### src/rtl/twos_comp_to_sign_mag.sv
// rtl/twos_comp_to_sign_mag.sv - bit-serial two's-complement to sign-magnitude decoder
//
// Converts a WIDTH-bit signed value to sign + unsigned magnitude, one bit per
// clock, LSB first. For a negative input the bits are copied up to and including
// the first 1 and the remaining bits are inverted (serial negate). Positive
// inputs pass through unchanged.
//
// Ports:
//   clk        rising-edge clock
//   rst_n      asynchronous active-low reset
//   in_valid   in_data is valid
//   in_ready   block is idle and can accept a value
//   in_data    signed two's-complement input (WIDTH bits)
//   out_valid  result valid, held until out_ready
//   out_ready  downstream accepts the result
//   out_sign   1 = negative
//   out_mag    unsigned magnitude |in_data| (WIDTH bits)
//   out_zero   1 when out_mag == 0

module twos_comp_to_sign_mag #(
    parameter int WIDTH = 8
) (
    input  logic             clk,
    input  logic             rst_n,
    input  logic             in_valid,
    output logic             in_ready,
    input  logic [WIDTH-1:0] in_data,
    output logic             out_valid,
    input  logic             out_ready,
    output logic             out_sign,
    output logic [WIDTH-1:0] out_mag,
    output logic             out_zero
);

    localparam int CW = (WIDTH > 2) ? $clog2(WIDTH) : 1;
    localparam logic [CW-1:0] LAST_CNT = CW'(WIDTH - 1);

    typedef enum logic [1:0] {
        S_IDLE = 2'd0,
        S_CONV = 2'd1,
        S_DONE = 2'd2
    } state_t;

    state_t           r_state;
    state_t           w_next_state;
    logic [WIDTH-1:0] r_sreg;
    logic [WIDTH-1:0] r_mag;
    logic [CW-1:0]    r_cnt;
    logic             r_sign;
    logic             r_seen_one;
    logic             r_out_sign;
    logic             r_zero;

    logic             w_bit;
    logic             w_res_bit;
    logic             w_last;
    logic [WIDTH-1:0] w_mag_next;

    // Serial negate: once a 1 has passed through, every later bit is inverted.
    assign w_bit      = r_sreg[0];
    assign w_res_bit  = (r_sign & r_seen_one) ? ~w_bit : w_bit;
    assign w_mag_next = {w_res_bit, r_mag[WIDTH-1:1]};
    assign w_last     = (r_cnt == LAST_CNT);

    always_comb begin
        w_next_state = r_state;
        case (r_state)
            S_IDLE: if (in_valid)  w_next_state = S_CONV;
            S_CONV: if (w_last)    w_next_state = S_DONE;
            S_DONE: if (out_ready) w_next_state = S_IDLE;
            default:               w_next_state = S_IDLE;
        endcase
    end

    always_ff @(posedge clk or negedge rst_n) begin
        if (!rst_n) begin
            r_state    <= S_IDLE;
            r_sreg     <= '0;
            r_mag      <= '0;
            r_cnt      <= '0;
            r_sign     <= 1'b0;
            r_seen_one <= 1'b0;
            r_out_sign <= 1'b0;
            r_zero     <= 1'b1;
        end else begin
            r_state <= w_next_state;
            case (r_state)
                S_IDLE: begin
                    if (in_valid) begin
                        r_sreg     <= in_data;
                        r_sign     <= in_data[WIDTH-1];
                        r_cnt      <= '0;
                        r_seen_one <= 1'b0;
                    end
                end
                S_CONV: begin
                    r_sreg     <= r_sreg >> 1;
                    r_mag      <= w_mag_next;
                    r_seen_one <= r_seen_one | w_bit;
                    r_cnt      <= r_cnt + CW'(1);
                    // Sign and zero flag are published together with the final
                    // magnitude bit so all outputs settle on the same edge.
                    if (w_last) begin
                        r_out_sign <= r_sign;
                        r_zero     <= (w_mag_next == '0);
                    end
                end
                default: ;
            endcase
        end
    end

    assign in_ready  = (r_state == S_IDLE);
    assign out_valid = (r_state == S_DONE);
    assign out_sign  = r_out_sign;
    assign out_mag   = r_mag;
    assign out_zero  = r_zero;

endmodule

### config.mk
export PLATFORM = sky130hd
export DESIGN_NAME = twos_comp_to_sign_mag
export DESIGN_NICKNAME = d
export VERILOG_FILES = /design/src/rtl/twos_comp_to_sign_mag.sv
export SDC_FILE = /design/constraint.sdc
export NUM_CORES = 1
export LEC_CHECK = 0
export ABC_CLOCK_PERIOD_IN_PS = 1600
export CELL_PAD_IN_SITES_DETAIL_PLACEMENT = 0
export CELL_PAD_IN_SITES_GLOBAL_PLACEMENT = 1
export CORE_AREA = 2 2 58 60
export DETAILED_ROUTE_END_ITERATION = 12
export DIE_AREA = 0 0 60 62
export PLACE_DENSITY_LB_ADDON = 0.1
export REMOVE_ABC_BUFFERS = 1
export SLEW_MARGIN = 25
export SYNTH_ARGS = -nofsm -noshare
export SYNTH_HDL_FRONTEND = slang
export SYNTH_SLANG_ARGS = --single-unit
### constraint.sdc
create_clock -name clk -period 1.6 [get_ports clk]
set_input_delay 0.32 -clock clk [delete_from_list [all_inputs] [get_ports clk]]
set_output_delay 0.32 -clock clk [all_outputs]
set_load 0.005 [all_outputs]
==> results by group, run 1 <==
Synthesis
  – Netlist cell types: 26
  – Post-Synth Simple-Gate Area: 24.97%
  – Synth Area in Compound Gates: 8.861%
  – Avg Cell Area, Syn: 10.07 sq um
  – Seq cells post-synth: 25
  – Post-synthesis adder-cell area fraction: 2.301%
  – Share of the yosys chip area belonging to registers: 57.65%
  – Cell count after synthesis: 108
  – Xor-xnor portion of the synthesized cell area: 0.8055%
  – Largest family of logic cells by synthesized area: simple AND/OR/NAND/NOR gates
  – Ys Warns: 0
  – Post-synthesis mux area share: 2.071%
  – Mapped Area: 0.001087 sq mm

Pwr
  – Leak Pwr: 0.7337 nW
  – Pwr per Cell Area: 1841 mW/mm^2
  – Clock power share: 10.1%
  – Switch share: 35.96%
  – Internal power: 1.739 mW
  – Max VDD drop: 625.3 uV
  – Gate power share: 48.2%
  – Power share of the sequential group: 41.7%
  – Net Sw Power: 0.9764 mW

Global routing
  – First-pass GRT wire length: 3815 um
  – Gr usage total: 14.04%
  – Number of global-route vias before repair: 835
  – Initial antenna violation count: 0
  – Grt total ovfl: 0
  – Largest net degree at the start of global routing: 26

Clocking
  – Cts bufs inserted: 3
  – Clock tree sinks: 25
  – Hold Buf Count CTS: 0
  – Root buf cell: clkbuf_4
  – Clock transition at path regs: 130 ps
  – H-tree levels: 1
  – CTS tree: yes
  – Worst skew pair latency: 310 ps
  – CTS Buffer Depth: 2

Setup path
  – Setup CP Type: reg2out
  – Startpoint class of the critical path: flop
  – Worst path arrival time: 1200 ps
  – R2R depth: 4
  – Worst R2R Setup Slack: 170 ps
  – CP Max Fanout: 3
  – Worst Path Buf+Inv: 1
  – Worst r2r src: r_cnt[0]$_DFFE_PN0P_
  – WP data required: 1280 ps
  – Largest stage delay on the critical path: 500 ps
  – CP cell instances: clkdlybuf4s50_1
  – Setup crit end kind: primary output
  – Slowest CP cell: clkdlybuf4s50_1
  – CP top delay family: buffers and inverters
  – Worst reg2reg path endpoint: out_sign$_DFFE_PN0P_

Timing
  – Period Utilization, post-route: 95.13%
  – Setup WS post-layout: 77.91 ps
  – Rel. slew slack: 76.91%
  – Final setup fails: 0
  – F_max: 657.0 MHz
  – Slew Limit Fails: 0
  – Endpoints failing hold: 0
  – Final worst path period need: 1522 ps
  – Slew @ Worst Pin: 345.6 ps
  – Worst-case clock skew: 2.915 ps

Final layout
  – Most common cell after layout, fill and taps aside: nand2_1
  – Share of cells above drive strength 1: 18.88%
  – Area growth syn-to-layout: 35.67%
  – Nets: 158
  – Most frequent cells in the layout: nand2_1 (32), dfrtp_1 (23), clkdlybuf4s50_1 (16)
  – Fin util: 46.40%
  – # diodes: 0

Routing
  – Detailed Route WL: 2158 um
  – Post-route ant nets: 0
  – Met3 wire length: 72 um
  – DR pass1 iterations: 4
  – Via density: 4.513
  – Number of DRC markers in iteration 0: 29
  – Drt drc: 0
  – Met1 WL: 981 um
  – Vias: 853
  – Top sig layer: met4
  – Post-DR wirelength/cell: 11.42 um
  – Met2 wire len: 1082 um

Placement
  – Post-DP HPWL: 1454 um
  – Final Wtd Congestion: 0.7516
  – Dpl ws: -48.93 ps
  – Port Buffers: 23

Outcome
  – Status: completed

Job
  – Max-cap violations: 0

Floorplan
  – I/O pin count: 24
  – Core Box Area: 0.003179 sq mm
  – Die area: 0.003720 sq mm
  – Die W: 60 um
  – Die Y: 62 um
  – FP Rows: 21
  – Initial Utilization: 34.20%

Min path
  – Hold WC Path Type: in2async
[layer usage]
metal	up-vias	track usage [%]
met5	-	0
met2	15	23.60
met1	404	18.03
li1	432	-
met3	2	1.863
met4	0	6.667
[timing repair]
item / in CTS / in global routing
setup buffers: 3 / 5
gates resized for setup: 4 / 4
endpoints found under the setup margin: 4 / 7
[power by group through the flow]
stage	Clock [mW]	Sequential [mW]	Combinational (mW)
final	0.275	1.13	1.31
after global routing	0.324	1.17	1.49
after CTS	0.296	1.14	1.27
after detailed placement	0	1.17	1.22
after global placement	0	1.17	1.20
after floorplan	0	1.14	0.685
[registers in the layout (all words and copies together), names as in the netlist]
register / count
r_state: 2
r_sign: 1
r_seen_one: 1
r_cnt: 3
r_sreg: 8
out_zero: 1
out_mag: 8
out_sign: 1
[layout make-up]
type	instances	area, sq um
Fill cell	327	1704
Sequential cell	25	628.1
Multi-Input combinational cell	77	424.2
Timing Repair Buffer	36	334.1
Tap cell	46	57.56
Clock buffer	3	22.52
Clock inverter	1	5.005
Inverter	1	3.754
[per-stage QoR]
step                power (mW)  std cells  hold WS (ps)  setup TNS [ps]  cell area [sq um]
global placement         2.369        178         460.1          -101.1               1388
finish                   2.715        189         347.4               0               1475
CTS                      2.699        185         348.7               0               1435
floorplan                1.821        103         24.41          -5.670               1055
global route             2.990        189         353.0          -16.65               1475
detailed placement       2.391        178         463.5          -208.1               1388
[synth_stat cells]
| master | number | area (sq um) |
|---|---|---|
| nand2_1 | 32 | 120.1 |
| dfrtp_1 | 24 | 600.6 |
| nor2_1 | 9 | 33.78 |
| nor3_1 | 8 | 40.04 |
| nand3_1 | 4 | 20.02 |
| o22ai_2 | 4 | 50.05 |
| o21ai_0 | 3 | 15.01 |
| o22ai_1 | 3 | 18.77 |
| buf_2 | 2 | 10.01 |
| ha_1 | 2 | 25.02 |
| mux2_2 | 2 | 22.52 |
| a21oi_1 | 1 | 5.000 |
| buf_4 | 1 | 7.510 |
| buf_6 | 1 | 11.26 |
| clkbuf_1 | 1 | 3.750 |
| dfstp_2 | 1 | 26.28 |
| inv_1 | 1 | 3.750 |
| nand2b_1 | 1 | 6.260 |
| nand3b_1 | 1 | 7.510 |
| nor2b_1 | 1 | 6.260 |
| nor3b_2 | 1 | 12.51 |
| nor4_1 | 1 | 6.260 |
| o31ai_1 | 1 | 7.510 |
| or2b_1 | 1 | 7.510 |
| or3b_4 | 1 | 11.26 |
| xnor2_1 | 1 | 8.760 |
[how the worst max path moves through the flow]
stage | from | end | slack (ps) | depth (start not counted)
6_report | out_mag[6]$_DFFE_PN0P_ | out_mag[6] | 80 | 1
5_1_grt | out_mag[6]$_DFFE_PN0P_ | out_mag[6] | -20 | 1
4_1_cts | r_state[1]$_DFFE_PN0P_ | out_valid | 1 | 4
3_5_place_dp | in_valid | r_sreg[0]$_DFFE_PN0P_ | -50 | 4
3_3_place_gp | in_valid | r_sreg[1]$_DFFE_PN0P_ | -20 | 4
2_1_floorplan | r_state[0]$_DFFE_PN0P_ | out_mag[7]$_DFFE_PN0P_ | -6 | 2
[kinds of logic after synthesis]
kind of cell / Yosys count
AOI/OAI and AO/OA: 12
buffers and inverters: 6
DFF: 25
and+or+nand+nor: 60
muxes: 2
xor gates and xnor gates: 1
adders and majority gates: 2
(Power assumes the default switching activity.)
==> run 2: changes to the inputs <==
--- a/config.mk
+++ b/config.mk
@@ -13,7 +13,6 @@
 export DIE_AREA = 0 0 60 62
 export PLACE_DENSITY_LB_ADDON = 0.1
 export REMOVE_ABC_BUFFERS = 1
-export SLEW_MARGIN = 25
 export SYNTH_ARGS = -nofsm -noshare
 export SYNTH_HDL_FRONTEND = slang
 export SYNTH_SLANG_ARGS = --single-unit
==> results of run 2 <==
Same layout as run 1: the final DEF is identical, and so are final timing and power.
==> run 3: changes to the inputs <==
--- a/config.mk
+++ b/config.mk
@@ -11,6 +11,7 @@
 export CORE_AREA = 2 2 58 60
 export DETAILED_ROUTE_END_ITERATION = 12
 export DIE_AREA = 0 0 60 62
+export GPL_ROUTABILITY_DRIVEN = 0
 export PLACE_DENSITY_LB_ADDON = 0.1
 export REMOVE_ABC_BUFFERS = 1
 export SYNTH_ARGS = -nofsm -noshare
==> results of run 3 <==
Same layout as run 1: the final DEF is identical, and so are final timing and power.
==> edit: new RTL, config.mk and constraints of run 3 <==
The parameter `WIDTH` goes from 8 to 16.
--- a/src/rtl/twos_comp_to_sign_mag.sv
+++ b/src/rtl/twos_comp_to_sign_mag.sv
@@ -19,5 +19,5 @@
 
 module twos_comp_to_sign_mag #(
-    parameter int WIDTH = 8
+    parameter int WIDTH = 16
 ) (
     input  logic             clk,
Ports: changed (resized in_data and out_mag); port bits go from 24 to 40. The function was not compared with the original's and may differ.
==> edit against run 3 <==
  * The flow now finishes with violations (negative setup slack)
  * Global-route usage up 9.8 points
  * Synthesized area up 66%
  * Setup slack worse by 0.092 ns
  * Largest cell class unchanged
  * Critical endpoint is now r_sreg[1]
  * Sequential cell count up 17
  * Final area up 71%
  * Power up 61%
  * Routed wire length up 87%
  * Maximum frequency down 5.7%
==> edit: results (changes against run 3) <==
[run_status]
status=finished, violations left
violations=negative setup slack

[yosys]
muxShareOfSynthArea=0.0201  ; -0.000644
synth_compound_area_frac=0.150  ; +0.0616
ys_types=34  ; +31%
synth-adder-area-share=0.00692  ; -0.0161
synth-xor-area-share=0.00969  ; +0.00163
synthTopCellsByArea=dfrtp_1 57%, nand2_1 11%, o22ai_2 4.8%

[sta]
finalSetupViolCount=3  ; +3
final.setup.worst_slack_ns=-0.0140  ; -0.0919 ns
skew_ns=0.00827  ; +0.00535 ns

[cells_and_area]
areaGrowthSynthToFinish_pct=39.8

[global_route]
grt_pass1_vias=1382  ; +66%

[placed_design]
placed_area_um2=2260  ; +63%
port_buffers=39  ; +70%

[worst_setup_path]
cp_slowest_cell=dfrtp_2
slowest_delay_ns=0.42  ; -0.08 ns

[power_and_ir_drop]
vdd_drop_max_uv=880  ; +41%
p_leak_nw=1.34  ; +83%
pwr-share-comb=0.470  ; -0.012

[cts]
h-tree-depth=2  ; +1
post-cts-setup-buffers=12  ; +9
clock_latency_ns=0.34  ; +0.03 ns

[route]
vias=1522  ; +78%
drt_iter0_markers=62  ; +110%

## edit: cell types whose count changed after synthesis, sizes merged, moves of 5 or more
cell | run 3 | this run
nor3 | 8 | 1
dfrtp | 24 | 41
o22ai | 7 | 15
nand2 | 32 | 52
a21oi | 1 | 16
buf | 4 | 9
inv | 1 | 16
nor2 | 9 | 3
## edit: path summary, 6_finish.rpt
kind                            start     endpoint  slack (ns)  depth (start not counted)
min reg2reg                out_mag[0]   out_mag[0]        0.48                          2
max reg2reg                r_state[1]    r_sreg[1]       -0.01                          6
min in group clk           out_mag[0]   out_mag[0]        0.48                          2
max in group asynchronous       rst_n     out_zero        0.58                          3
min                             rst_n  out_mag[13]        0.46                          2
max                        r_state[1]    r_sreg[1]       -0.01                          6
## edit: layout make-up
cell class / instances / share of cell area
clock buffer: 6 / 0.0203
inverter: 16 / 0.0238
multi-input combinational: 114 / 0.259
sequential: 42 / 0.417
tap: 46 / 0.0228
timing repair buffer: 70 / 0.257
